### src/rtl/img_rx_pkg.sv
// Shared types and width helpers for the UART image-receive framer.
package img_rx_pkg;

    typedef enum logic [1:0] {
        ST_IDLE = 2'd0,
        ST_SYNC = 2'd1,
        ST_RECV = 2'd2,
        ST_DONE = 2'd3
    } rx_state_e;

    // $clog2 that never yields a zero-width vector
    function automatic int unsigned clog2_min1(input int unsigned n);
        return (n <= 1) ? 1 : $clog2(n);
    endfunction

    function automatic int unsigned addr_width(input int unsigned w, input int unsigned h);
        return clog2_min1(w * h);
    endfunction

    function automatic int unsigned idx_width(input int unsigned pixel_bytes);
        return clog2_min1(pixel_bytes);
    endfunction

endpackage

### src/rtl/img_rx_framer_byte_packer.sv
// Little-endian byte packer: lane byte_idx receives each loaded byte; the
// merged word is offered combinationally so the final byte is written without delay.
module byte_packer
    import img_rx_pkg::*;
#(
    parameter int unsigned PIXEL_BYTES = 1,
    localparam int unsigned DW = 8 * PIXEL_BYTES,
    localparam int unsigned IW = idx_width(PIXEL_BYTES)
) (
    input  logic          clk,
    input  logic          rst_in,
    input  logic          clear,
    input  logic          load,
    input  logic [7:0]    data,
    output logic          full_c,
    output logic [DW-1:0] word_nx_c
);

    localparam logic [IW-1:0] LAST_LANE = IW'(PIXEL_BYTES - 1);

    logic [IW-1:0] byte_idx;
    logic [DW-1:0] word;

    // The next loaded byte completes the pixel
    assign full_c = (byte_idx == LAST_LANE);

    always_comb begin
        word_nx_c = word;
        for (int unsigned l = 0; l < PIXEL_BYTES; l++) begin
            if (byte_idx == IW'(l)) begin
                word_nx_c[8*l +: 8] = data;
            end
        end
    end

    always_ff @(posedge clk) begin
        if (rst_in || clear) begin
            byte_idx <= '0;
            word     <= '0;
        end else if (load) begin
            if (full_c) begin
                byte_idx <= '0;
                word     <= '0;
            end else begin
                byte_idx <= byte_idx + IW'(1);
                word     <= word_nx_c;
            end
        end
    end

endmodule

### src/rtl/img_rx_framer.sv
// UART image-receive framer: edge-qualified byte capture, optional sync byte,
// pixel packing into a sequential BRAM write port, inter-byte timeout and frame counting.
module img_rx_framer
    import img_rx_pkg::*;
#(
    parameter int unsigned IMG_W          = 128,
    parameter int unsigned IMG_H          = 128,
    parameter int unsigned PIXEL_BYTES    = 1,
    parameter int unsigned SYNC_EN        = 1,
    parameter logic [7:0]  SYNC_BYTE      = 8'hA5,
    parameter int unsigned TIMEOUT_CYCLES = 100000,
    localparam int unsigned AW = addr_width(IMG_W, IMG_H),
    localparam int unsigned DW = 8 * PIXEL_BYTES
) (
    input  logic          clk,
    input  logic          rst_in,
    input  logic [7:0]    rx_data_i,
    input  logic          rx_valid_i,
    input  logic          arm_i,
    output logic [AW-1:0] addr_o,
    output logic [DW-1:0] wdata_o,
    output logic          we_o,
    output logic          busy_o,
    output logic          frame_done_o,
    output logic          timeout_o,
    output logic [7:0]    frame_count_o
);

    localparam int unsigned NPIX = IMG_W * IMG_H;
    localparam int unsigned CW   = clog2_min1(TIMEOUT_CYCLES);
    localparam logic [AW-1:0] LAST_PIX   = AW'(NPIX - 1);
    localparam logic [CW-1:0] IDLE_LIMIT = CW'(TIMEOUT_CYCLES - 2);
    localparam rx_state_e     START_ST   = (SYNC_EN != 0) ? ST_SYNC : ST_RECV;

    rx_state_e     state;
    rx_state_e     state_nx;
    logic          rx_valid_q;
    logic          byte_ev_c;
    logic          load_c;
    logic          full_c;
    logic          write_c;
    logic          timeout_c;
    logic          done_pend;
    logic [AW-1:0] pix_idx;
    logic [CW-1:0] idle_cnt;
    logic [DW-1:0] word_nx_c;

    assign byte_ev_c = rx_valid_i & ~rx_valid_q;
    // arm_i takes priority over a byte arriving in the same cycle
    assign load_c    = (state == ST_RECV) & byte_ev_c & ~arm_i;

    byte_packer #(
        .PIXEL_BYTES (PIXEL_BYTES)
    ) u_packer (
        .clk       (clk),
        .rst_in    (rst_in),
        .clear     (arm_i | timeout_c),
        .load      (load_c),
        .data      (rx_data_i),
        .full_c    (full_c),
        .word_nx_c (word_nx_c)
    );

    // Next-state and per-cycle strobes
    always_comb begin
        state_nx  = state;
        write_c   = 1'b0;
        timeout_c = 1'b0;
        case (state)
            ST_IDLE, ST_DONE: begin
                if (arm_i) state_nx = START_ST;
            end
            ST_SYNC: begin
                if (arm_i) begin
                    state_nx = START_ST;
                end else if (byte_ev_c && (rx_data_i == SYNC_BYTE)) begin
                    state_nx = ST_RECV;
                end
            end
            ST_RECV: begin
                if (arm_i) begin
                    state_nx = START_ST;
                end else if (load_c && full_c) begin
                    write_c = 1'b1;
                    if (pix_idx == LAST_PIX) state_nx = ST_DONE;
                end else if (!byte_ev_c && (idle_cnt == IDLE_LIMIT)) begin
                    // idle_cnt lags the idle-cycle count by one, so the pulse lands on idle cycle TIMEOUT_CYCLES
                    timeout_c = 1'b1;
                    state_nx  = ST_IDLE;
                end
            end
            default: state_nx = ST_IDLE;
        endcase
    end

    // State, counters and registered outputs; addr_o/wdata_o hold the last write
    always_ff @(posedge clk) begin
        if (rst_in) begin
            state         <= ST_IDLE;
            rx_valid_q    <= 1'b0;
            pix_idx       <= '0;
            idle_cnt      <= '0;
            done_pend     <= 1'b0;
            addr_o        <= '0;
            wdata_o       <= '0;
            we_o          <= 1'b0;
            busy_o        <= 1'b0;
            frame_done_o  <= 1'b0;
            timeout_o     <= 1'b0;
            frame_count_o <= '0;
        end else begin
            state      <= state_nx;
            rx_valid_q <= rx_valid_i;
            we_o       <= write_c;
            timeout_o  <= timeout_c;
            busy_o     <= (state_nx == ST_SYNC) || (state_nx == ST_RECV);
            done_pend  <= write_c && (pix_idx == LAST_PIX);

            if (write_c) begin
                addr_o  <= pix_idx;
                wdata_o <= word_nx_c;
            end

            if (arm_i) begin
                pix_idx <= '0;
            end else if (write_c && (pix_idx != LAST_PIX)) begin
                pix_idx <= pix_idx + AW'(1);
            end

            if ((state != ST_RECV) || byte_ev_c || arm_i) begin
                idle_cnt <= '0;
            end else begin
                idle_cnt <= idle_cnt + CW'(1);
            end

            if (done_pend) begin
                frame_count_o <= frame_count_o + 8'd1;
            end

            if (arm_i) begin
                frame_done_o <= 1'b0;
            end else if (done_pend) begin
                frame_done_o <= 1'b1;
            end
        end
    end

endmodule

### config.mk
export PLATFORM = sky130hd
export DESIGN_NAME = img_rx_framer
export DESIGN_NICKNAME = d
export VERILOG_FILES = /design/src/rtl/img_rx_pkg.sv /design/src/rtl/img_rx_framer_byte_packer.sv /design/src/rtl/img_rx_framer.sv
export SDC_FILE = /design/constraint.sdc
export NUM_CORES = 1
export LEC_CHECK = 0
export ABC_CLOCK_PERIOD_IN_PS = 2200
export BUFFER_PORTS_ARGS = -buffer_cell sky130_fd_sc_hd__clkbuf_2
export CAP_MARGIN = 20
export CELL_PAD_IN_SITES_DETAIL_PLACEMENT = 0
export CELL_PAD_IN_SITES_GLOBAL_PLACEMENT = 1
export CORE_MARGIN = 2
export CORE_UTILIZATION = 38
export DETAILED_ROUTE_END_ITERATION = 8
export GPL_ROUTABILITY_DRIVEN = 1
export PLACE_DENSITY_LB_ADDON = 0.1
export SYNTH_ARGS = -nofsm -noshare
export SYNTH_HDL_FRONTEND = slang
export SYNTH_HIERARCHICAL = 1
export SYNTH_SLANG_ARGS = --single-unit
### constraint.sdc
create_clock -name clk -period 2.2 [get_ports clk]
set_clock_uncertainty 0.15 [all_clocks]
set_input_delay 0.33 -clock clk [delete_from_list [all_inputs] [get_ports clk]]
set_output_delay 0.33 -clock clk [all_outputs]
set_load 0.01 [all_outputs]
==> flow_metrics.tcl, run 1 <==
set metrics [dict create \
    p_leak_nw 1.299 \
    ant_nets 0 \
    drt-vias-per-instance 4.932 \
    rows 32 \
    final_area_sq_um 3542 \
    cts_buffers 9 \
    core_sq_um 7687 \
    ios 46 \
    totalWireLength_um 6280 \
    worstSetupPathType "flip-flop to flip-flop" \
    min_period_ns 2.100 \
    drive_gt1_frac 0.2231 \
    fp.dieH_um 92.64 \
    max-cap-violations 0 \
    netSwitchingFraction 0.2127 \
    synth_warnings 6 \
    routedWlPerCell_um 12.53 \
    die_area_sq_um 8581 \
    htreeDepth 3 \
    min_period_over_period 0.9547 \
    status "finished clean" \
    grt_pass1_wl_um 11030 \
    insertion_delay_ns 0.34 \
    antenna_found_initial 0 \
    power.density_nw_per_um2 701.3 \
    ir_worst_vdd_mv 0.3121 \
    dp_hpwl_um 4581 \
    fin_util 0.4608 \
    grt_max_degree 26 \
    drc 0 \
    grt_usage 0.1599 \
    startpoint_type "flip-flop" \
    power.switching_w 0.0005284 \
    seq_area_sq_um 1383 \
    hold_class "primary input to flip-flop" \
    synthCells 347 \
    num_vias 2471 \
    hold_viol 0 \
    grt_pass1_vias 2411 \
    first_pass_iters 4 \
    p_comb_frac 0.032 \
    syn_area_per_cell_sq_um 8.603 \
    cts_tree "yes" \
    num_antenna_cells 0 \
    fill_cells 806 \
    die_w_um 92.64 \
    multiInputGateArea_sq_um 1455 \
    fmax_ghz 0.4761 \
    pwr-share-clk 0.462 \
    cpMaxStageDelayCell "or4b_4" \
    clk_path_buf_depth 2 \
    clkTransAtPathRegs_ns 0.08 \
    place_area_sq_um 3306 \
    clock-sinks 69 \
    setup_viol 0 \
    synth_area_sq_um 2985 \
    gp_congestion 0.7537 \
    drt_iter0_drc 74 \
    grt_overflow 0 \
    syn_nets 365 \
    slowest_delay_ns 0.50 \
    path_max_fanout 2 \
    io_buffers 45 \
    fin_nets 412 \
    p_seq_frac 0.506 \
    worstPathArrival_ns 2.18 \
    maxSlewViolCount 0 \
    p_int_w 0.001956 \
    rsz0062_at_grt "true" \
    cp-end-kind "flip-flop" \
    setup_tns_ns 0 \
    root_buffer "clkbuf_8" \
    required_ns 2.28 \
    synthToLayoutAreaGrowth_pct 18.65 \
    start_util 0.3883 \
    crit_path_cell_trace "inv_1 > ha_1 > or4b_4 > nor3_2 > a22oi_1 > nand3_1 > mux2_2" \
]
## routing by layer
metal | wire, um | vias to the layer above | track usage
met5 | 0 | - | 0
met4 | 115 | 0 | 0.06985
li1 | - | 1275 | -
met2 | 2785 | 40 | 0.2543
met1 | 3150 | 1143 | 0.2107
met3 | 229 | 13 | 0.03255
## critical path: cells and delay by family, from the launching register on
family                   cells  cell delay [ns]
flip-flops                   1             0.33
AO/OA/AOI/OAI                1             0.10
buffers and inverters        1             0.05
AND/OR/NAND/NOR              3             0.71
multiplexers                 1             0.33
adder cells (fa/ha/maj)      1             0.31
## power groups by stage
stage	sequential (W)	clock [W]	combinational [W]
CTS	0.00126	0.00118	0.0000769
finish	0.00126	0.00115	0.0000800
global placement	0.00129	0	0.0000751
detailed placement	0.00129	0	0.0000766
floorplan	0.00129	0	0.0000529
global route	0.00126	0.00123	0.0000892
## registers in the layout (all words and copies together), names as in the netlist, 2 cells and up
signal / flops
wdata_o: 8
frame_count_o: 8
idle_cnt: 17
state: 2
addr_o: 14
pix_idx: 14
## cells in the final DEF (no fill, tap or decap), drive strengths merged, types with 2 or more instances in the layout
cell type   n
dfxtp      69
clkbuf     55
nand2      54
nor2       42
a21oi      27
nand3      16
xnor2      16
buf        15
xor2       14
nand4      11
nor4        7
nor3        7
and3        7
ha          6
o21ai       6
or3         5
inv         4
nor4b       3
and2        3
and4        3
clkinv      3
nand3b      2
and4b       2
a31oi       2
nor3b       2
bufinv      2
or4b        2
## cell type report
type / count / area share
Tap cell: 102 / 0.03603
Clock inverter: 6 / 0.02437
Clock buffer: 10 / 0.03886
Inverter: 4 / 0.004239
Multi-Input combinational cell: 250 / 0.4108
Timing Repair Buffer: 60 / 0.09537
Sequential cell: 69 / 0.3903
## path summary, 6_finish.rpt
| kind | start | endpoint | slack [ns] | cells after the start |
|---|---|---|---|---|
| setup / recovery | state[0] | busy_o | 0.1 | 7 |
| hold / removal | rx_data_i[7] | wdata_o[7] | 0.07 | 3 |
| setup reg to reg | state[0] | busy_o | 0.1 | 7 |
| hold reg to reg | addr_o[12] | addr_o[12] | 0.30 | 2 |
## repair_timing
action | in CTS | in global routing
hold buffers | 0 | 0
gates resized for setup | 0 | 4
buffers inserted | 0 | 0
endpoints found under the setup margin | 0 | 3
## stage by stage
step | hold WS (ns) | instances | setup slack, ns | power [W]
finish | 0.06840 | 501 | 0.09962 | 0.002484
global route | 0.07039 | 501 | -0.001818 | 0.002579
CTS | 0.05966 | 501 | 0.05557 | 0.002509
detailed placement | 0.2968 | 485 | 0.08401 | 0.001362
global placement | 0.2923 | 485 | 0.1203 | 0.001361
floorplan | 0.2755 | 347 | 0.06785 | 0.001340
Power figures use the tool's default switching activity.
==> run 2, diff against run 1 <==
--- a/config.mk
+++ b/config.mk
@@ -11,11 +11,11 @@
 export CELL_PAD_IN_SITES_DETAIL_PLACEMENT = 0
 export CELL_PAD_IN_SITES_GLOBAL_PLACEMENT = 1
 export CORE_MARGIN = 2
-export CORE_UTILIZATION = 38
+export CORE_UTILIZATION = 37
 export DETAILED_ROUTE_END_ITERATION = 8
 export GPL_ROUTABILITY_DRIVEN = 1
 export PLACE_DENSITY_LB_ADDON = 0.1
+export SLEW_MARGIN = 20
 export SYNTH_ARGS = -nofsm -noshare
 export SYNTH_HDL_FRONTEND = slang
-export SYNTH_HIERARCHICAL = 1
 export SYNTH_SLANG_ARGS = --single-unit
==> flow_metrics.tcl, run 2 <==
set metrics [dict create \
    startpoint_type "flip-flop" \
    rows 31 \
    synth_warnings 0 \
    grt_pass1_wl_um 11000 \
    ant_nets 0 \
    synth_flop_cell "dfxtp_1" \
    grt_max_degree 25 \
    drc 0 \
    min_path_cells 3 \
    final_cell_mix "dfxtp_1, nand2_1, clkbuf_2, nor2_1, a21oi_1" \
    synthCells 336 \
    layout_commonest_cell "dfxtp_1" \
    drive_gt1_frac 0.2075 \
    cp-end-kind "flip-flop" \
    yosysMostFrequentCell "dfxtp_1" \
    ys_ff_latch 69 \
    tightest_slew_ns 0.5186 \
    yosys-top-cells-count "dfxtp_1, nand2_1, nor2_1" \
    required_ns 2.27 \
    dp_cells 483 \
    path_max_fanout 8 \
    root_buffer "clkbuf_8" \
    first_pass_iters 5 \
    grt_pass1_vias 2290 \
    ir_worst_vdd_mv 0.2715 \
    max-cap-violations 0 \
    insertion_delay_ns 0.34 \
    status "finished clean" \
    power.density_nw_per_um2 656.5 \
    relSlewSlack 0.6530 \
    core_sq_um 7331 \
    totalWireLength_um 6285 \
    min_period_ns 2.008 \
    start_util 0.3869 \
    synth_area_leader_cell "dfxtp_1" \
    die_w_um 91.56 \
    cts_tree "yes" \
    synth_area_sq_um 2836 \
    num_antenna_cells 0 \
    routedWlPerCell_um 12.60 \
    grt_overflow 0 \
    gp_congestion 0.8533 \
    worstPathArrival_ns 2.08 \
    crit_top_cell "nor2_1" \
    hold_viol 0 \
    ys_seq_area_frac 0.4870 \
    r2r_cells 8 \
    synth_edf_count 0 \
    syn_nets 354 \
    maxSlewViolCount 0 \
    dp_hpwl_um 4505 \
    slowest_delay_ns 0.42 \
    clkTransAtPathRegs_ns 0.07 \
    setup_tns_ns 0 \
    drt-vias-per-instance 4.944 \
    clk_path_buf_depth 2 \
    hold_class "primary input to flip-flop" \
    finalNonFillerCells 499 \
    synth.distinct_cells 37 \
    cpMaxStageDelayCell "nor2_1" \
    fin_nets 413 \
    htreeDepth 3 \
    cts_buffers 9 \
    syn_area_per_cell_sq_um 8.442 \
    antenna_found_initial 0 \
    cts_setup_buffers 0 \
    ios 46 \
    worstSetupPathType "flip-flop to flip-flop" \
    yosys-top-cells-area "dfxtp_1, nand2_1, a21oi_1" \
    min_period_over_period 0.9129 \
    die_area_sq_um 8382 \
    clock-sinks 69 \
    setup_viol 0 \
    grt_usage 0.1633 \
    fp.dieH_um 91.56 \
    synthToLayoutAreaGrowth_pct 22.23 \
    largest_register_ffs 17 \
    yosysTopAreaCellShare 0.4870 \
    drt_iter0_drc 66 \
    async_reset_ff_frac 0 \
    num_vias 2467 \
    reg_top3 "idle_cnt: 17 flops, addr_o: 14 flops, pix_idx: 14 flops" \
    crit_path_cell_trace "ha_1 > nand4_1 > nor4_1 > buf_4 > nor2_1 > and4_1 > xnor2_1 > nor2_1" \
    fmax_ghz 0.4979 \
    rsz0062_at_grt "false" \
    regMostFlops "idle_cnt" \
    p_leak_nw 1.311 \
    io_buffers 45 \
]
run 2: critical path, delay by kind of cell (launching register included):
family	cells	cell delay, ns
adder cells (fa/ha/maj)	1	0.24
flip-flops	1	0.32
AND/OR/NAND/NOR	5	0.93
buffers and inverters	1	0.14
XOR/XNOR	1	0.12
run 2: cell families after synthesis:
group	synth area share
AO/OA/AOI/OAI	0.09925
XOR/XNOR	0.08337
adder cells (fa/ha/maj)	0.02647
buffers and inverters	0.02691
flip-flops	0.4870
multiplexers	0.003529
AND/OR/NAND/NOR	0.2735
run 2: power by group:
group | switching (W) | total (W) | internal (W) | leakage (nW)
Clock | 0.000482 | 0.000953 | 0.000471 | 0.0917
Combinational | 0.0000423 | 0.0000677 | 0.0000254 | 0.663
Sequential | 0.00000298 | 0.00126 | 0.00125 | 0.556
run 2: path summary, 6_finish.rpt:
| kind | startpoint | end | slack [ns] |
|---|---|---|---|
| setup reg to reg | pix_idx[0] | pix_idx[6] | 0.19 |
| setup / recovery | pix_idx[0] | pix_idx[6] | 0.19 |
| hold reg to reg | addr_o[6] | addr_o[6] | 0.30 |
| hold / removal | rx_data_i[2] | wdata_o[2] | 0.08 |
run 2: timing repair:
action                                  4_1_cts  5_1_grt
gates resized for setup                       0        2
hold buffers                                  0        0
endpoints found under the setup margin        0        3
run 2: metrics by stage:
step | setup WS (ns) | area, sq um | util | total power (W) | hold slack, ns
after floorplan | 0.1714 | 2836 | - | 0.001322 | 0.2797
final | 0.1917 | 3467 | 0.4729 | 0.002276 | 0.07508
after detailed placement | 0.07895 | 3271 | 0.4462 | 0.001352 | 0.2974
after global routing | 0.02439 | 3467 | 0.4729 | 0.002389 | 0.07656
after global placement | 0.1102 | 3271 | 0.4462 | 0.001353 | 0.2923
after CTS | 0.1229 | 3456 | 0.4714 | 0.002321 | 0.05235
run 2: layout make-up:
cell class	count	area, sq um
clock inverter	5	33.78
timing repair buffer	61	345.3
multi-input combinational	247	1405
inverter	7	26.28
tap	99	123.9
clock buffer	11	151.4
sequential	69	1381
fill	794	3864
run 2: per-layer routing:
layer | share of wire | track usage
met1 | 0.51 | 0.2287
met4 | 0.0097 | 0.07197
met2 | 0.43 | 0.2377
met5 | 0 | 0
met3 | 0.043 | 0.03817
